===== src/rtl/vadd_result_stage.sv =====
// vadd_result_stage: two-stage result pipeline behind the vector add unit.
// Strips the per-byte guard columns from the guarded sum, extracts one
// carry/borrow flag per element according to SEW, and hands either the data
// or the packed flag mask to writeback under a valid/ready handshake.
module vadd_result_stage #(
  parameter int REQ_DATA_WIDTH = 64,
  parameter int SEW_WIDTH      = 2,
  parameter int OPSEL_WIDTH    = 6,
  parameter int TAG_WIDTH      = 5
) (
  input  logic                       clk,
  input  logic                       rst,
  input  logic                       in_valid,
  output logic                       in_ready,
  input  logic [REQ_DATA_WIDTH+16:0] in_sum,
  input  logic [SEW_WIDTH-1:0]       in_sew,
  input  logic [OPSEL_WIDTH-1:0]     in_opSel,
  input  logic                       in_mask_mode,
  input  logic [TAG_WIDTH-1:0]       in_tag,
  output logic                       out_valid,
  input  logic                       out_ready,
  output logic [REQ_DATA_WIDTH-1:0]  out_data,
  output logic [7:0]                 out_flags,
  output logic [TAG_WIDTH-1:0]       out_tag
);

  localparam int LANES = 8;
  localparam int CHUNK = 10;

  // Stage 1 holding registers; the topmost sum bit is never needed.
  logic                       s1V_q, s1V_d;
  logic [LANES*CHUNK-1:0]     s1Sum_q;
  logic [SEW_WIDTH-1:0]       s1Sew_q;
  logic                       s1Signed_q;
  logic                       s1Mask_q;
  logic [TAG_WIDTH-1:0]       s1Tag_q;

  // Stage 2 registers drive the outputs directly.
  logic                       s2V_q, s2V_d;
  logic [REQ_DATA_WIDTH-1:0]  s2Data_q;
  logic [7:0]                 s2Flags_q;
  logic [TAG_WIDTH-1:0]       s2Tag_q;

  logic                       s2Adv, s1Adv, accept;
  logic [LANES-1:0]           colBits;
  logic                       inv;
  logic [REQ_DATA_WIDTH-1:0]  dataBytes;
  logic [7:0]                 decFlags;
  logic [REQ_DATA_WIDTH-1:0]  decData;

  // Only opSel[4] and the low 80 sum bits carry information.
  logic unused_inputs;
  assign unused_inputs = ^{in_sum[REQ_DATA_WIDTH+16], in_opSel[OPSEL_WIDTH-1:5], in_opSel[3:0]};

  // Handshake: S2 frees up when empty or drained; S1 accepts when it empties this cycle.
  always_comb begin
    s2Adv    = ~s2V_q | out_ready;
    s1Adv    = s1V_q & s2Adv;
    in_ready = ~s1V_q | s2Adv;
    accept   = in_valid & in_ready;
    s1V_d    = s1V_q;
    if (accept) begin
      s1V_d = 1'b1;
    end else if (s1Adv) begin
      s1V_d = 1'b0;
    end
    s2V_d = s2V_q;
    if (s2Adv) begin
      s2V_d = s1V_q;
    end
  end

  // Stage 1 capture of the raw guarded sum and sideband.
  always_ff @(posedge clk) begin
    if (rst) begin
      s1V_q      <= 1'b0;
      s1Sum_q    <= '0;
      s1Sew_q    <= '0;
      s1Signed_q <= 1'b0;
      s1Mask_q   <= 1'b0;
      s1Tag_q    <= '0;
    end else begin
      s1V_q <= s1V_d;
      if (accept) begin
        s1Sum_q    <= in_sum[LANES*CHUNK-1:0];
        s1Sew_q    <= in_sew;
        s1Signed_q <= in_opSel[4];
        s1Mask_q   <= in_mask_mode;
        s1Tag_q    <= in_tag;
      end
    end
  end

  // Guard stripping and per-element flag pick: the flag of an element is the
  // raw column above its most significant byte, inverted in unsigned mode.
  always_comb begin
    colBits   = '0;
    dataBytes = '0;
    for (int i = 0; i < LANES; i++) begin
      colBits[i]          = s1Sum_q[CHUNK*i+9];
      dataBytes[8*i +: 8] = s1Sum_q[CHUNK*i+1 +: 8];
    end
    inv      = ~s1Signed_q;
    decFlags = '0;
    case (s1Sew_q)
      2'd0: decFlags = colBits ^ {LANES{inv}};
      2'd1: begin
        for (int e = 0; e < 4; e++) begin
          decFlags[e] = colBits[2*e+1] ^ inv;
        end
      end
      2'd2: begin
        for (int e = 0; e < 2; e++) begin
          decFlags[e] = colBits[4*e+3] ^ inv;
        end
      end
      default: decFlags[0] = colBits[7] ^ inv;
    endcase
    decData = s1Mask_q ? {{(REQ_DATA_WIDTH-8){1'b0}}, decFlags} : dataBytes;
  end

  // Stage 2 output register; holds steady while the consumer stalls.
  always_ff @(posedge clk) begin
    if (rst) begin
      s2V_q     <= 1'b0;
      s2Data_q  <= '0;
      s2Flags_q <= '0;
      s2Tag_q   <= '0;
    end else begin
      s2V_q <= s2V_d;
      if (s1Adv) begin
        s2Data_q  <= decData;
        s2Flags_q <= decFlags;
        s2Tag_q   <= s1Tag_q;
      end
    end
  end

  assign out_valid = s2V_q;
  assign out_data  = s2Data_q;
  assign out_flags = s2Flags_q;
  assign out_tag   = s2Tag_q;

endmodule


===== config.mk =====
export PLATFORM = sky130hd
export DESIGN_NAME = vadd_result_stage
export DESIGN_NICKNAME = d
export VERILOG_FILES = /design/src/rtl/vadd_result_stage.sv
export SDC_FILE = /design/constraint.sdc
export NUM_CORES = 1
export LEC_CHECK = 0
export ABC_CLOCK_PERIOD_IN_PS = 4150
export BUFFER_PORTS_ARGS = -buffer_cell sky130_fd_sc_hd__buf_2
export CAP_MARGIN = 10
export CORE_MARGIN = 3
export CORE_UTILIZATION = 45
export CTS_CLUSTER_DIAMETER = 30
export DETAILED_ROUTE_END_ITERATION = 10
export PLACE_DENSITY = 0.71
export SLEW_MARGIN = 25
export SYNTH_ARGS = -nofsm -noshare
export SYNTH_HDL_FRONTEND = slang
export SYNTH_SLANG_ARGS = --single-unit

===== constraint.sdc =====
create_clock -name clk -period 4.15 [get_ports clk]
set_clock_uncertainty 0.1 [all_clocks]
set_input_delay 0.415 -clock clk [delete_from_list [all_inputs] [get_ports clk]]
set_output_delay 0.415 -clock clk [all_outputs]
set_load 0.02 [all_outputs]

==> impl_metrics.json <==
{
  "final_hold_viol_count": 0,
  "rsz0062_at_grt": "false",
  "grt_max_degree": 100,
  "post_drt_wl_per_cell_um": 14.12,
  "p_leak_nw": 3.070,
  "period_share": 0.5271,
  "clock.fmax_mhz": 457.1,
  "yosysWarnings": 0,
  "worst_pin_slew_ps": 887.3,
  "dp_hpwl_um": 9388,
  "hold_start": "in_sum[31]",
  "timing.max_cap.violations": 0,
  "die_area_sq_mm": 0.01446,
  "ant_nets": 0,
  "grt_pass1_vias": 4909,
  "grt_usage": 0.2071,
  "drtIter0Drc": 321,
  "start_kind": "flip-flop",
  "design_area_sq_mm": 0.007346,
  "via_per_inst": 5.030,
  "cts_tree": "done",
  "drt_wl_total_um": 14830,
  "netlist_instances": 738,
  "setup_viol": 0,
  "max_slew_margin": 0.4085,
  "placed_area_sq_mm": 0.006797,
  "finalWeightedCongestion": 0.7583,
  "report.final.slew_viol_count": 0,
  "worstSkewPairLatency_ps": 410,
  "ys_types": 28,
  "grt_pass1_wl_um": 24250,
  "power.total_mw": 3.429,
  "start_util": 0.4637,
  "synth_area_leader_cell": "dfxtp_1",
  "required_ps": 4380,
  "io_pins": 178,
  "yosysSeqAreaShare": 0.5451,
  "first_pass_iters": 5,
  "layout_common_cells": "nand2_1, buf_2, dfxtp_1",
  "worstRegToRegCells": 5,
  "core_area_sq_mm": 0.01267,
  "port-buffer-count": 163,
  "antenna_found_initial": 3,
  "r2r_slack_ps": 1960,
  "syn_avg_cell_area_sq_um": 7.962,
  "numCtsBuffers": 17,
  "rows": 41,
  "root_buffer": "clkbuf_16",
  "post_cts_resized": 0,
  "final_common_cell": "nand2_1",
  "reg2reg_to": "out_flags[1]",
  "crit_type": "reg2reg",
  "nets": 966,
  "p_per_area_mw_per_mm2": 466.8,
  "holdCritPathClass": "in2reg",
  "timing.rr.start": "out_valid",
  "cts_setup_buffers": 0,
  "vias": 5281,
  "finalSetupTns_ps": 0,
  "htree_levels": 4,
  "whs_endpoint": "s1Sum_q[31]",
  "synthTopCellsByArea": "dfxtp_1, nand2_1, a21oi_1",
  "worstHoldPathCells": 3,
  "syn-num-nets": 837,
  "worstPathArrival_ps": 2410,
  "synth_top_area_share": 0.5451,
  "drc": 0,
  "endpoint_kind": "flip-flop",
  "dieHeight_um": 120.3,
  "cts_hold_buf": 0,
  "synth_seq_cells": 160,
  "final_util": 0.5797,
  "cp_max_fo": 39,
  "ir_worst_vdd_mv": 0.3013,
  "diodes": 0,
  "drive_gt1_frac": 0.2335,
  "status": "finished clean",
  "grt_overflow": 0,
  "cts_max_path_buffers": 2,
  "die_w_um": 120.3,
  "clk_pin_slew_ps": 60,
  "synth_area_sq_mm": 0.005876,
  "area_growth_pct": 25.02,
  "min_period_ps": 2188,
  "cts.sinks": 160
}
==> cell type report <==
type / instances / area (sq um)
Clock buffer: 23 / 457.9
Multi-Input combinational cell: 512 / 2387
Tap cell: 172 / 215.2
Clock inverter: 7 / 87.58
Sequential cell: 160 / 3203
Inverter: 4 / 15.01
Fill cell: 1219 / 5325
Timing Repair Buffer: 172 / 979.7
==> critical path, cell delays in order, from the launching register on <==
cell and delay, ps:
dfxtp_1 340, nor2b_2 320, nand2b_2 770, buf_12 300, a211oi_1 70, nor3_1 180
==> cells in the mapped netlist, drive strengths merged <==
| cell | n |
|---|---|
| dfxtp | 160 |
| nand3 | 67 |
| mux2 | 1 |
| nor2 | 13 |
| nand2 | 239 |
| clkbuf | 24 |
| xor2 | 4 |
| o21ai | 1 |
| inv | 4 |
| a211oi | 6 |
| mux2i | 5 |
| o41ai | 1 |
| a311oi | 2 |
| nand3b | 5 |
| nor3 | 2 |
| xnor2 | 4 |
| nand4 | 1 |
| o211ai | 1 |
| nor2b | 3 |
| buf | 38 |
| a21oi | 155 |
| nand2b | 2 |
==> logic make-up after synthesis <==
| logic type | count (synthesis) | share of synthesized area |
|---|---|---|
| buffers and inverters | 66 | 0.05196 |
| and+or+nand+nor | 332 | 0.2330 |
| muxes | 6 | 0.01107 |
| AOI/OAI and AO/OA | 166 | 0.1469 |
| DFF | 160 | 0.5451 |
| xor gates and xnor gates | 8 | 0.01192 |
==> flip-flops by register name, summed over array words and instances, names as in the netlist <==
register / flops
s1V_q: 1
s1Signed_q: 1
out_tag: 5
s1Sum_q: 72
out_data: 64
s1Sew_q: 2
out_flags: 8
s1Mask_q: 1
out_valid: 1
s1Tag_q: 5
==> report_power, final <==
group | internal (mW) | switching, mW | leakage (nW) | total, mW
clock | 0.890 | 0.574 | 0.267 | 1.46
combinational | 0.119 | 0.200 | 1.49 | 0.318
sequential | 1.61 | 0.0407 | 1.31 | 1.65
==> routing by layer <==
metal,up-vias,track usage,routed length [um]
met5,-,0,41
met4,6,0.05949,167
met3,19,0.07717,935
met2,118,0.3253,7022
met1,2445,0.2684,6663
li1,2693,-,-
==> per-stage QoR <==
step / hold slack, ps / worst slack, ps / cells
after detailed placement: 342.1 / 1798 / 1020
after floorplan: 332.1 / 2598 / 738
after global routing: 123.0 / 1781 / 1050
after global placement: 336.3 / 1856 / 1018
final: 133.8 / 1962 / 1050
after CTS: 116.2 / 1928 / 1050
==> worst max-delay path by stage <==
| stage | start | to | slack [ps] | cells after the start |
|---|---|---|---|---|
| floorplan | out_valid | out_data[0] | 2600 | 7 |
| global placement | out_ready | out_flags[1] | 1860 | 6 |
| detailed placement | out_ready | out_flags[1] | 1800 | 6 |
| CTS | out_valid | out_flags[1] | 1930 | 5 |
| global route | out_valid | out_flags[1] | 1780 | 5 |
| finish | out_valid | out_flags[1] | 1960 | 5 |
Note: power is estimated with default switching activity, not from simulation.
